`src/rtl/clk_div_pkg.sv`:
```
// Shared types and defaults for the clk_div_ctrl divided-clock generator.
package clk_div_pkg;

   localparam int unsigned CNT_W        = 16;
   localparam int unsigned DEFAULT_HALF = 50;

   typedef enum logic [1:0] {
      IDLE  = 2'd0,
      RUN   = 2'd1,
      DRAIN = 2'd2
   } state_e;

endpackage

```
`src/rtl/half_period_counter.sv`:
```
// Half-period counter: owns the active half-period and flags the last cycle of a phase.
module half_period_counter
   import clk_div_pkg::*;
#(
   parameter int unsigned CNT_W        = clk_div_pkg::CNT_W,
   parameter int unsigned DEFAULT_HALF = clk_div_pkg::DEFAULT_HALF
) (
   input  logic             clk_i,
   input  logic             rst_i,
   input  logic             clear_i,
   input  logic             en_i,
   input  logic             load_i,
   input  logic [CNT_W-1:0] load_half_i,
   output logic             tc_o
);

   logic [CNT_W-1:0] cnt_q, cnt_d;
   logic [CNT_W-1:0] half_q, half_d;

   // half is never zero, so half-1 cannot underflow; >= keeps the count bounded
   assign tc_o = (cnt_q >= (half_q - CNT_W'(1)));

   always_comb begin
      cnt_d  = cnt_q;
      half_d = half_q;
      if (clear_i) begin
         cnt_d = '0;
      end else if (en_i) begin
         cnt_d = tc_o ? '0 : (cnt_q + CNT_W'(1));
      end
      if (load_i) begin
         half_d = load_half_i;
      end
   end

   always_ff @(posedge clk_i or posedge rst_i) begin
      if (rst_i) begin
         cnt_q  <= '0;
         half_q <= CNT_W'(DEFAULT_HALF);
      end else begin
         cnt_q  <= cnt_d;
         half_q <= half_d;
      end
   end

endmodule

```
`src/rtl/clk_div_ctrl.sv`:
```
// Programmable 50%-duty clock divider with run/drain control and a glitch-free config handshake.
module clk_div_ctrl #(
   parameter int unsigned CNT_W        = clk_div_pkg::CNT_W,
   parameter int unsigned DEFAULT_HALF = clk_div_pkg::DEFAULT_HALF
) (
   input  logic             clk_100MHz,
   input  logic             rst,
   input  logic             en,
   input  logic             cfg_valid,
   input  logic [CNT_W-1:0] cfg_half,
   output logic             cfg_ready,
   output logic             cfg_err,
   output logic             clk_out,
   output logic             tick,
   output logic             running
);

   import clk_div_pkg::*;

   state_e           state_q, state_d;
   logic             clk_out_q, clk_out_d;
   logic             tick_q, tick_d;
   logic             err_q, err_d;
   logic             running_q, running_d;
   logic             ready_q, ready_d;
   logic             pending_q, pending_d;
   logic [CNT_W-1:0] pend_half_q, pend_half_d;

   logic             tc;
   logic             active;
   logic             fall;
   logic             accept, bad, good, direct, apply;
   logic             cnt_clear;
   logic             load;
   logic [CNT_W-1:0] load_half;

   half_period_counter #(
      .CNT_W        (CNT_W),
      .DEFAULT_HALF (DEFAULT_HALF)
   ) u_cnt (
      .clk_i       (clk_100MHz),
      .rst_i       (rst),
      .clear_i     (cnt_clear),
      .en_i        (active),
      .load_i      (load),
      .load_half_i (load_half),
      .tc_o        (tc)
   );

   always_ff @(posedge clk_100MHz or posedge rst) begin
      if (rst) begin
         state_q <= IDLE;
      end else begin
         state_q <= state_d;
      end
   end

   // Every DRAIN exit to IDLE lands on a phase boundary: a falling edge, or the end of a low phase.
   always_comb begin
      state_d = state_q;
      case (state_q)
         IDLE:    if (en) state_d = RUN;
         RUN:     if (!en) state_d = DRAIN;
         DRAIN: begin
            if (en)      state_d = RUN;
            else if (tc) state_d = IDLE;
         end
         default: state_d = IDLE;
      endcase
   end

   always_comb begin
      active    = (state_q != IDLE);
      cnt_clear = (state_d == IDLE);

      clk_out_d = clk_out_q;
      if (state_d == IDLE) begin
         clk_out_d = 1'b0;
      end else if (active && tc) begin
         clk_out_d = ~clk_out_q;
      end
      tick_d = clk_out_d & ~clk_out_q;
      fall   = clk_out_q & ~clk_out_d;

      // Configs arriving while the clock runs wait for a falling edge so no phase is cut or stretched
      accept = cfg_valid & ready_q;
      bad    = accept & (cfg_half == '0);
      good   = accept & ~bad;
      direct = good & ((state_q == IDLE) | (state_d == IDLE));
      apply  = pending_q & (fall | (state_d == IDLE));

      load      = direct | apply;
      load_half = direct ? cfg_half : pend_half_q;

      pending_d   = pending_q;
      pend_half_d = pend_half_q;
      if (apply) begin
         pending_d = 1'b0;
      end
      if (good && !direct) begin
         pending_d   = 1'b1;
         pend_half_d = cfg_half;
      end

      ready_d   = ~pending_d;
      err_d     = bad;
      running_d = (state_d != IDLE);
   end

   always_ff @(posedge clk_100MHz or posedge rst) begin
      if (rst) begin
         clk_out_q   <= 1'b0;
         tick_q      <= 1'b0;
         err_q       <= 1'b0;
         running_q   <= 1'b0;
         ready_q     <= 1'b1;
         pending_q   <= 1'b0;
         pend_half_q <= '0;
      end else begin
         clk_out_q   <= clk_out_d;
         tick_q      <= tick_d;
         err_q       <= err_d;
         running_q   <= running_d;
         ready_q     <= ready_d;
         pending_q   <= pending_d;
         pend_half_q <= pend_half_d;
      end
   end

   assign clk_out   = clk_out_q;
   assign tick      = tick_q;
   assign cfg_err   = err_q;
   assign running   = running_q;
   assign cfg_ready = ready_q;

endmodule

```
`config.mk`:
```
export PLATFORM = sky130hd
export DESIGN_NAME = clk_div_ctrl
export DESIGN_NICKNAME = d
export VERILOG_FILES = /design/src/rtl/clk_div_pkg.sv /design/src/rtl/half_period_counter.sv /design/src/rtl/clk_div_ctrl.sv
export SDC_FILE = /design/constraint.sdc
export NUM_CORES = 1
export LEC_CHECK = 0
export ABC_CLOCK_PERIOD_IN_PS = 5900
export CORE_MARGIN = 8
export CORE_UTILIZATION = 52
export DETAILED_ROUTE_END_ITERATION = 6
export GPL_TIMING_DRIVEN = 0
export MAX_ROUTING_LAYER = met4
export PLACE_DENSITY = 0.72
export SYNTH_ARGS = -nofsm -noshare
export SYNTH_HDL_FRONTEND = slang
export SYNTH_SLANG_ARGS = --single-unit
```
`constraint.sdc`:
```
create_clock -name clk_100MHz -period 5.9 [get_ports clk_100MHz]
set_input_delay 1.77 -clock clk_100MHz [delete_from_list [all_inputs] [get_ports clk_100MHz]]
set_output_delay 1.77 -clock clk_100MHz [all_outputs]
set_load 0.01 [all_outputs]
```
==> After elaboration in Yosys (flattened, before gate mapping) <==
Index checks and enable logic that the tools add are counted.
Widths: inputs -> output; s select.
{ "totals": {"elab_cells": 51, "reg_bits": 56, "output_inout_bits": 5} }
{ "op_classes": {"eq_ne": 2, "n_bitwise": 14, "mux": 13, "addsub": 2, "magnitude_cmp": 1, "reduce_logical": 9} }
{ "op_table": {"columns": ["operator", "count"], "rows": [
  ["$mux 16", 4],
  ["$add 16x1->16 const B", 1],
  ["$ge 16x16->1", 1],
  ["$logic_not 16->1", 1],
  ["$sub 16x1->16 const B", 1],
  ["$mux 2", 4],
  ["$and 1x1->1", 7],
  ["$pmux 2 s3", 1],
  ["$reduce_bool 2->1", 3],
  ["$logic_not 2->1", 2],
  ["$mux 1", 4],
  ["$not 1->1", 4],
  ["$or 1x1->1", 3],
  ["$eq 2x1->1 const B", 1],
  ["$eq 2x2->1 const B", 1],
  ["$logic_and 1x1->1", 2],
  ["$logic_not 1->1", 1]
]} }

==> Depth between registers and ports, before layout <==
{ "depth": {"depth_word": 14, "mapped_depth": 16} }

==> Hierarchy <==
A second synthesis with hierarchy kept.
{ "unflattened": {"hier_cells": 304, "area_unflattened_um2": 3328.2} }
{ "by_module_without_submodules": {"columns": ["mod", "instances", "area_each_um2", "cells_each"], "rows": [
  ["half_period_counter", 1, 2089.5, 214],
  ["clk_div_ctrl", 1, 1238.7, 90]
]} }

==> Worst setup path after synthesis <==
No wires, ideal clock.
{ "synth_path": {"path_type": "reg-to-reg", "startpoint": "register u_cnt.half_q[3]", "endpoint": "register pend_half_q[0]", "setup_ps": 125, "stages_incl_launch_ff": 17, "path_buffers": 2, "required_ps": 5775, "path_slack_ps": 2391, "t_arrival_ps": 3384, "synth_period_minus_slack_ps": 3509, "path_cell_list": "dfrtp_1 -> nor3_1 -> nand2b_1 -> nor3_1 -> nand3_1 -> nor3_1 -> xnor2_1 -> ha_1 -> a211oi_2 -> nor2_1 -> a2111oi_4 -> o21a_4 -> o21ai_2 -> a21bo_1 -> buf_6 -> buf_12 -> mux2_4"} }
{ "synth_between": {"elab_chain_len": 10} }
{ "synth_rtl": {"columns": ["element", "line", "source"], "rows": [
  ["start, declared", "half_period_counter.sv:18", "logic [CNT_W-1:0] half_q, half_d;"],
  ["start signal, assigned", "half_period_counter.sv:39", "half_q <= CNT_W'(DEFAULT_HALF);"],
  ["start signal, assigned", "half_period_counter.sv:42", "half_q <= half_d;"],
  ["$sub 16x1->16", "half_period_counter.sv:21", "assign tc_o = (cnt_q >= (half_q - CNT_W'(1)));"],
  ["$ge 16x16->1", "half_period_counter.sv:21", null],
  ["$mux 2", "clk_div_ctrl.sv:66", "else if (tc) state_d = IDLE;"],
  ["$mux 2", "clk_div_ctrl.sv:65", "if (en) state_d = RUN;"],
  ["$pmux 2 s3", "clk_div_ctrl.sv:61", "case (state_q)"],
  ["$logic_not 2->1", "clk_div_ctrl.sv:89", "direct = good & ((state_q == IDLE) | (state_d == IDLE));"],
  ["$or 1x1->1", "clk_div_ctrl.sv:89", null],
  ["$and 1x1->1", "clk_div_ctrl.sv:89", null],
  ["$logic_not 1->1", "clk_div_ctrl.sv:100", "if (good && !direct) begin"],
  ["$logic_and 1x1->1", "clk_div_ctrl.sv:100", null],
  ["end signal, assigned", "clk_div_ctrl.sv:126", "pend_half_q <= pend_half_d;"],
  ["end, declared", "clk_div_ctrl.sv:27", "logic [CNT_W-1:0] pend_half_q, pend_half_d;"]
]} }
No other way between the ends.
A chain may end at the register's enable or synchronous reset.

==> Final worst setup path <==
{ "layout_path": {"startpoint": "register u_cnt.half_q[3]", "endpoint": "register u_cnt.half_q[2]"} }
{ "layout_between": {"elab_chain_len": 12} }
{ "layout_rtl": {"columns": ["element", "line", "source"], "rows": [
  ["$sub 16x1->16 *", "half_period_counter.sv:21", null],
  ["$ge 16x16->1 *", "half_period_counter.sv:21", null],
  ["$mux 2", "clk_div_ctrl.sv:66", null],
  ["$mux 2", "clk_div_ctrl.sv:65", null],
  ["$pmux 2 s3", "clk_div_ctrl.sv:61", null],
  ["$logic_not 2->1", "clk_div_ctrl.sv:77, clk_div_ctrl.sv:89, clk_div_ctrl.sv:90", null],
  ["$mux 1", "clk_div_ctrl.sv:77", "if (state_d == IDLE) begin"],
  ["$not 1->1", "clk_div_ctrl.sv:83", "fall = clk_out_q & ~clk_out_d;"],
  ["$and 1x1->1", "clk_div_ctrl.sv:83", null],
  ["$or 1x1->1", "clk_div_ctrl.sv:90", "apply = pending_q & (fall | (state_d == IDLE));"],
  ["$and 1x1->1", "clk_div_ctrl.sv:90", null],
  ["$or 1x1->1", "clk_div_ctrl.sv:92", "load = direct | apply;"]
]} }
Every way passes the cells marked *; elsewhere a longest branch is shown, timed or not.

==> impl_metrics.py <==
metrics = {
    "route": {
        "firstDrtPassIters": 4,
        "drc_errors": 0,
        "route.met3.wl_um": 157,
        "wl_um": 7020,
        "wl_met1_um": 3400,
        "top_layer": "met4",
        "drt_iter0_drc": 110,
        "antenna_left": 0,
        "wl_per_cell_um": 15.7,
        "vias": 2533,
        "dr_wl_met2_um": 3370,
        "via_per_inst": 5.67,
    },
    "cts": {
        "htreeDepth": 2,
        "cts_setup_buffers": 0,
        "cts_hold_buf": 0,
        "clock-sinks": 56,
        "clkTransAtPathRegs_ns": 0.10,
        "ctsResizeCount": 0,
        "clock-root-buffer": "clkbuf_8",
        "cts_tree": "yes",
        "cts_made_buffers": 5,
        "clockBufferDepth": 2,
        "clk_latency_ns": 0.31,
    },
    "placed_design": {
        "gp_congestion": 0.789,
        "placed_cell_area_um2": 3680,
        "io_buffers": 24,
        "hpwl_um": 5210,
    },
    "worst_setup_path": {
        "r2r_end": "u_cnt.half_q[2]",
        "worstReg2RegStart": "u_cnt.half_q[3]",
        "path_max_fanout": 10,
        "worstPathArrival_ns": 4.38,
        "startpoint": "u_cnt.half_q[3]",
        "rr_worst_depth": 13,
        "crit_path_end": "u_cnt.half_q[2]",
        "required_ns": 6.07,
        "reg2reg_setup_slack_ns": 1.69,
        "path_class": "register to register",
        "end_kind": "register",
        "start_kind": "register",
    },
    "job": {
        "drv_cap": 0,
    },
    "sta": {
        "clock.fmax_ghz": 0.238,
        "fin_tns_setup_ns": 0,
        "finalHoldViolCount": 0,
        "max_slew_margin": 0.517,
        "slew_viol_final": 0,
        "fin_crit_sh": 0.713,
        "tightestPinTransition_ns": 0.718,
        "fin_skew_ns": 0.00803,
        "rsz0062_at_grt": "no",
        "setup_violations": 0,
        "fin_crit_ns": 4.21,
    },
    "worst_hold_path": {
        "hp-class": "register to register",
    },
    "logic_synthesis": {
        "synth.distinct_cells": 47,
        "synthArstFlopShare": 1.00,
        "netlist_instances": 337,
        "synthTopCellsByArea": "dfrtp_1, ha_1, o21ai_0",
        "synth_commonest_cells": "dfrtp_1, nand2_1, o21ai_0, ha_1, mux2i_1",
        "synthFlopType": "dfrtp_1",
        "synth_edf_count": 0,
        "yosys.area.top_type": "dfrtp_1",
        "syn_area_um2": 3320,
        "synth.top_cell.area_share": 0.392,
        "synth_nets": 375,
        "yosysSeqAreaShare": 0.423,
        "ys_ff_latch": 56,
        "synth_warnings": 0,
        "yosysMostFrequentCell": "dfrtp_1",
        "synth_area_per_cell_um2": 9.86,
    },
    "pwr": {
        "p_leak_nw": 1.60,
        "powerDensity_nw_per_um2": 339,
        "max-vdd-ir-drop_mv": 0.183,
    },
    "die": {
        "die_width_um": 95.9,
        "dieArea_um2": 9200,
        "dieHeight_um": 95.9,
        "core_area_um2": 6280,
        "initial_core_util": 0.529,
        "ios": 25,
        "row_count": 29,
    },
    "final_layout": {
        "fin_nets": 407,
        "fin_area_um2": 3770,
        "area_growth_syn_to_layout_pct": 13.6,
        "final_layout_size_suffix_gt1_frac": 0.116,
        "layout.filler_cells": 557,
        "num_antenna_cells": 0,
    },
    "global_routing": {
        "antenna_found_initial": 0,
        "grt_pass1_wl_um": 11800,
        "gr-usage-all-layers": 0.169,
        "grt_overflow": 0,
        "grt_pass1_vias": 2465,
        "grt_max_degree": 36,
    },
    "run_status": {
        "status": "completed",
    },
}
## power by group
group	switching [mW]	internal (mW)	leakage (nW)	total (mW)
logic	0.224	0.236	0.855	0.460
registers	0.0996	0.498	0.702	0.597
clock network	0.127	0.0959	0.0445	0.223
## critical path, stage by stage, from the launching register on
cell      delay, ns
dfrtp_1        0.43
nor3_1         0.25
nand2b_1       0.14
nor3_1         0.39
nand3_1        0.23
nor3_1         0.25
xnor2_1        0.11
ha_1           0.31
nand4_1        0.15
or2_2          0.37
o21a_4         0.23
o31ai_1        0.62
clkbuf_1       0.41
o21ai_0        0.18
## per-layer routing
| metal | vias to the layer above | global-route usage |
|---|---|---|
| met5 | - | - |
| met4 | 0 | 0.0461 |
| met3 | 8 | 0.0289 |
| met2 | 30 | 0.265 |
| met1 | 1220 | 0.220 |
| li1 | 1275 | - |
## per-stage QoR
stage / utilization / total power [mW] / setup slack [ns] / std cells / hold WS [ns]
2_1_floorplan: - / 0.940 / 2.39 / 337 / 0.473
3_3_place_gp: 0.583 / 1.05 / 1.66 / 438 / 0.487
3_5_place_dp: 0.586 / 1.07 / 1.66 / 439 / 0.494
4_1_cts: 0.601 / 1.29 / 1.73 / 447 / 0.517
5_1_grt: 0.601 / 1.38 / 1.29 / 447 / 0.528
6_report: 0.601 / 1.28 / 1.69 / 447 / 0.513
## worst min-delay path by stage
stage,slack [ns],from,cells after the start,endpoint
floorplan,0.47,u_cnt.cnt_q[14],1,u_cnt.cnt_q[14]
global placement,0.49,pend_half_q[10],1,pend_half_q[10]
detailed placement,0.49,pend_half_q[15],1,pend_half_q[15]
CTS,0.52,cfg_ready,2,cfg_err
global route,0.53,pend_half_q[11],1,pend_half_q[11]
finish,0.51,cfg_ready,2,cfg_err
## final cells by class
class,instances,area (um2),share of cell area
clock buffer,7,86.3,0.0229
sequential,56,1410,0.373
tap,77,96.3,0.0255
clock inverter,1,7.51,0.00199
inverter,10,37.5,0.00995
multi-input combinational,257,1790,0.474
timing repair buffer,25,260,0.0690
buffer,14,91.3,0.0242
## sequential cells by signal, indices dropped and copies added, names as in the netlist
| register | count |
|---|---|
| running | 1 |
| cfg_err | 1 |
| cfg_ready | 1 |
| pend_half_q | 16 |
| tick | 1 |
| u_cnt.cnt_q | 16 |
| u_cnt.half_q | 16 |
| pending_q | 1 |
| clk_out | 1 |
| state_q | 2 |
## logic make-up after synthesis
logic type,count (synthesis),share of synthesized area
AOI/OAI and AO/OA,76,0.148
and+or+nand+nor,114,0.164
buffers and inverters,24,0.0388
DFF,56,0.423
muxes,32,0.114
xor gates and xnor gates,17,0.0448
adders and majority gates,18,0.0678
## cell usage in the layout (no fill, tap or decap), types with 7 or more instances in the layout
| master | instances |
|---|---|
| mux2_4 | 10 |
| nand3_1 | 12 |
| nor2_1 | 13 |
| clkdlybuf4s50_1 | 24 |
| ha_1 | 18 |
| mux2i_1 | 16 |
| xnor2_1 | 11 |
| o21ai_0 | 41 |
| dfrtp_1 | 52 |
| a21oi_1 | 7 |
| nand2_1 | 46 |
| inv_1 | 9 |
| nor3_1 | 9 |
Note: power is estimated with default switching activity, not from simulation.
==> patch 1, RTL diff (same settings) <==
`CNT_W`: 16 -> 18.
--- a/src/rtl/clk_div_pkg.sv
+++ b/src/rtl/clk_div_pkg.sv
@@ -1,7 +1,7 @@
 // Shared types and defaults for the clk_div_ctrl divided-clock generator.
 package clk_div_pkg;
 
-   localparam int unsigned CNT_W        = 16;
+   localparam int unsigned CNT_W        = 18;
    localparam int unsigned DEFAULT_HALF = 50;
 
    typedef enum logic [1:0] {
Interface: changed (resized cfg_half); port bits go from 25 to 27. No check against the original RTL was run, so the function may have changed too.
==> patch 1 against the original RTL <==
  * Global-route usage fell by 0.33 points
  * Total power is 34% higher
  * Synthesized area is 12% higher
  * Sequential cell count rose by 6
  * Setup slack worse by 0.49 ns
  * Largest power group unchanged
  * Combinational power increased by 29%
  * Final area grew 14%
  * Hold slack got worse by 0.0093 ns
  * Routed wire length increased by 8.4%
==> patch 1: results (changes against the original RTL) <==
WL met2: 3.76 mm (was 3.37 mm)
Clock latency on the worst-skew pair: 0.33 ns (was 0.31 ns)
Setup skew after layout: 0.0123 ns (was 0.00803 ns)
Placer Congestion: 0.791 (was 0.789)
Post-synth top cells: 58 x dfrtp_1, 41 x mux2_2, 24 x nand2_1 (was 52 x dfrtp_1, 46 x nand2_1, 41 x o21ai_0)
Met2 usage: 26.7% (was 26.5%)
Worst IR Drop VDD: 0.250 mV (was 0.183 mV)
Met3 WL post-DR: 190 um (was 157 um)
Worst path slowest cell: or4_4 (was o31ai_1)
Total number of vias: 2,651 (was 2,533)
Total GRT Usage: 16.5% (was 16.9%)
Dpl ws: 1.20 ns (was 1.66 ns)
Cell Area, Placed: 0.00410 mm^2 (was 0.00368 mm^2)
Compound-cell area share of the yosys netlist: 11.5% (was 14.8%)
DRT iter0 DRCs: 56 (was 110)
FF-to-FF End: u_cnt.half_q[6] (was u_cnt.half_q[2])
Worst Hold Launch: pend_half_q[6] (was cfg_ready)
Nets: 417 (was 407)
Layout cells sized above 1: 23.4% (was 11.6%)
Critical path type: reg2reg (unchanged)
Area share of fa/ha/maj cells after synthesis: 6.75% (was 6.78%)
First-pass GRT wire length: 13.0 mm (was 11.8 mm)
Status: finished, final reports clean (unchanged)
Worst-path clk slew: 0.07 ns (was 0.10 ns)
DRT met1 WL: 3.55 mm (was 3.40 mm)
Top Registers: pend_half_q (18), u_cnt.cnt_q (18), u_cnt.half_q (18) (was pend_half_q (16), u_cnt.cnt_q (16), u_cnt.half_q (16))
Hold_ws: 0.503 ns (was 0.513 ns)
Synth async-reset ratio: 100% (unchanged)
Uppermost layer routed: met4 (unchanged)
Filler cells: 576 (was 557)
Worst Hold End: pend_half_q[6] (was cfg_err)
Hold path depth: 1 (was 2)
Port Buffers: 25 (was 24)
H-tree levels: 3 (was 2)
Syn nets: 380 (was 375)
R2r worst-path depth: 14 (was 13)
Routed WL: 7.60 mm (was 7.02 mm)
Tcrit/Tclk final: 79.5% (was 71.3%)
Critical Path AT: 4.91 ns (was 4.38 ns)
Worst rel slew slack: 32.4% (was 51.7%)
HPWL after detailed placement: 5.73 mm (was 5.21 mm)
CP peak stage delay: 0.55 ns (was 0.62 ns)
Leakage: 1.84 nW (was 1.60 nW)
Sequential share of the synthesized area: 42.0% (was 42.3%)
Met1 GRT Util: 20.4% (was 22.0%)
Multiplexer share of the synthesized area: 17.4% (was 11.4%)
Layout area overhead: 16.3% (was 13.6%)
Synth cell types: 48 (was 47)
XOR/XNOR Fraction of Synth Area: 4.01% (was 4.48%)
Worst R2R Start: u_cnt.half_q[3] (unchanged)
Largest net degree at the start of global routing: 39 (was 36)
Met3 Use GR: 2.76% (was 2.89%)
Cts bufs inserted: 9 (was 5)
-- patch 1: changes by cell type in the layout (fill, tap and decap cells not counted), moves of 6 or more --
cell,delta
o21ai_0,-23
mux2i_1,-16
a21o_1,+8
mux2_2,+35
dfrtp_1,+6
nand2_1,-22
nor2_1,+7
-- patch 1: through the flow --
stage / cells / total power [mW]
after floorplan: 338 / 1.16
after global placement: 459 / 1.27
after detailed placement: 460 / 1.32
after CTS: 476 / 1.73
after global routing: 476 / 1.83
final: 476 / 1.71
-- patch 1: power breakdown --
part	leakage, nW	internal, mW	switching (mW)
Combinational	0.960	0.345	0.250
Sequential	0.771	0.577	0.135
Clock	0.106	0.237	0.168
-- patch 1: area by class of cell --
class,count,share of cell area (%)
Multi-Input combinational cell,255,47.4
Buffer,11,1.60
Timing Repair Buffer,26,6.27
Sequential cell,62,36.1
Clock inverter,6,2.00
Tap cell,96,2.79
Inverter,10,0.870
Clock buffer,10,2.96
==> patch 2, RTL diff (same flow settings) <==
Without the edit above. Reset style: synchronous (`rst` and `rst_i`), changed in 3 clocked blocks.
--- a/src/rtl/half_period_counter.sv
+++ b/src/rtl/half_period_counter.sv
@@ -33,7 +33,7 @@
       end
    end
 
-   always_ff @(posedge clk_i or posedge rst_i) begin
+   always_ff @(posedge clk_i) begin
       if (rst_i) begin
          cnt_q  <= '0;
          half_q <= CNT_W'(DEFAULT_HALF);
--- a/src/rtl/clk_div_ctrl.sv
+++ b/src/rtl/clk_div_ctrl.sv
@@ -47,7 +47,7 @@
       .tc_o        (tc)
    );
 
-   always_ff @(posedge clk_100MHz or posedge rst) begin
+   always_ff @(posedge clk_100MHz) begin
       if (rst) begin
          state_q <= IDLE;
       end else begin
@@ -107,7 +107,7 @@
       running_d = (state_d != IDLE);
    end
 
-   always_ff @(posedge clk_100MHz or posedge rst) begin
+   always_ff @(posedge clk_100MHz) begin
       if (rst) begin
          clk_out_q   <= 1'b0;
          tick_q      <= 1'b0;
Formal check against the unedited RTL: differs if rst is asserted again (counterexample within 4 cycles, from zero or initial values and one cycle with rst high); with rst held inactive, the same outputs for 10 cycles.
==> patch 2 against the original RTL <==
  * Sequential cell count did not move
  * Synthesized area is 2.2% lower
  * Routed wire length is 3.2% lower
  * First-iteration DRC count is 15% lower
  * Final area decreased by 2.8%
  * Setup slack got worse by 0.15 ns
  * Highest routed layer unchanged
Power is not compared: it rests on default switching activity, and its combinational part moved more than twofold at a synthesized area within 25%.
==> patch 2: results (changes against the original RTL) <==
Syn nets: 403 (was 375)
Worst Hold End: cfg_err (unchanged)
Status: finished, final reports clean (unchanged)
FF-to-FF End: u_cnt.cnt_q[15] (was u_cnt.half_q[2])
Via/cell ratio: 5.50 (was 5.67)
Met3 WL post-DR: 194 um (was 157 um)
R2r worst-path depth: 14 (was 13)
WL met2: 3.21 mm (was 3.37 mm)
HPWL after detailed placement: 5.29 mm (was 5.21 mm)
Synth cell types: 46 (was 47)
Worst path slowest cell: or4_1 (was o31ai_1)
First-pass GRT wire length: 11.9 mm (was 11.8 mm)
Largest cells by area after synthesis: dfxtp_1 34%, mux2i_1 8.9%, ha_1 6.9% (was dfrtp_1 39%, ha_1 6.8%, o21ai_0 6.2%)
Type of the most critical hold path: reg2reg (unchanged)
Total number of vias: 2,600 (was 2,533)
Post-route setup slack: 1.54 ns (was 1.69 ns)
Worst rel slew slack: 64.9% (was 51.7%)
Filler cells: 567 (was 557)
Drt wl/cell: 14.4 um (was 15.7 um)
Clock latency on the worst-skew pair: 0.32 ns
Sequential share of the synthesized area: 34.5% (was 42.3%)
Hold_ws: 0.458 ns (was 0.513 ns)
CP peak stage delay: 0.58 ns (was 0.62 ns)
DRT met1 WL: 3.32 mm (was 3.40 mm)
Post-synth top cells: 56 x dfxtp_1, 49 x nor2_1, 35 x nand2b_1 (was 52 x dfrtp_1, 46 x nand2_1, 41 x o21ai_0)
XOR/XNOR Fraction of Synth Area: 7.54% (was 4.48%)
Compound-cell area share of the yosys netlist: 10.2% (was 14.8%)
Area share of fa/ha/maj cells after synthesis: 6.93% (was 6.78%)
Multiplexer share of the synthesized area: 8.93% (was 11.4%)
Setup skew after layout: 0.0131 ns (was 0.00803 ns)
Worst Hold Launch: cfg_ready (unchanged)
Largest net degree at the start of global routing: 19 (was 36)
Critical Path AT: 4.55 ns (was 4.38 ns)
Post-synth top flop: dfxtp_1 (was dfrtp_1)
Synth async-reset ratio: 0% (was 100%)
Inst Count DP: 465 (was 439)
Post-Synthesis Cells: 365 (was 337)
Total GRT Usage: 16.6% (was 16.9%)
Worst Setup SP: u_cnt.half_q[2] (was u_cnt.half_q[3])
Nets: 433 (was 407)
Cell Area, Placed: 0.00358 mm^2 (was 0.00368 mm^2)
DRT iter0 DRCs: 93 (was 110)
Placer Congestion: 0.833 (was 0.789)
==> patch 2: area by class of cell <==
class,instances,area [um^2],share of cell area [%]
buffer,18,146,3.99
clock buffer,5,68.8,1.88
clock inverter,3,22.5,0.614
inverter,7,26.3,0.716
multi-input combinational,284,1960,53.3
sequential,56,1120,30.6
tap,77,96.3,2.63
timing repair buffer,23,230,6.28
==> patch 2: per-layer routing <==
layer	vias up	GRT usage [%]
met2	38	27.2
li1	1340	-
met5	-	-
met4	0	4.81
met1	1215	20.4
met3	7	2.83
==> patch 2: critical path, delay by kind of cell, from the launching register on <==
family	cells	cell delay, ns
and+or+nand+nor	8	2.31
AOI/OAI and AO/OA	3	0.71
buffers and inverters	1	0.40
DFF	1	0.39
adders and majority gates	1	0.30
xor gates and xnor gates	1	0.12
==> patch 2: where the power goes <==
part	internal [mW]	leakage [nW]	switching [mW]
sequential	0.395	0.457	0.0174
clock	0.0855	0.0485	0.133
combinational	0.0641	0.938	0.0645
total	0.545	1.44	0.215
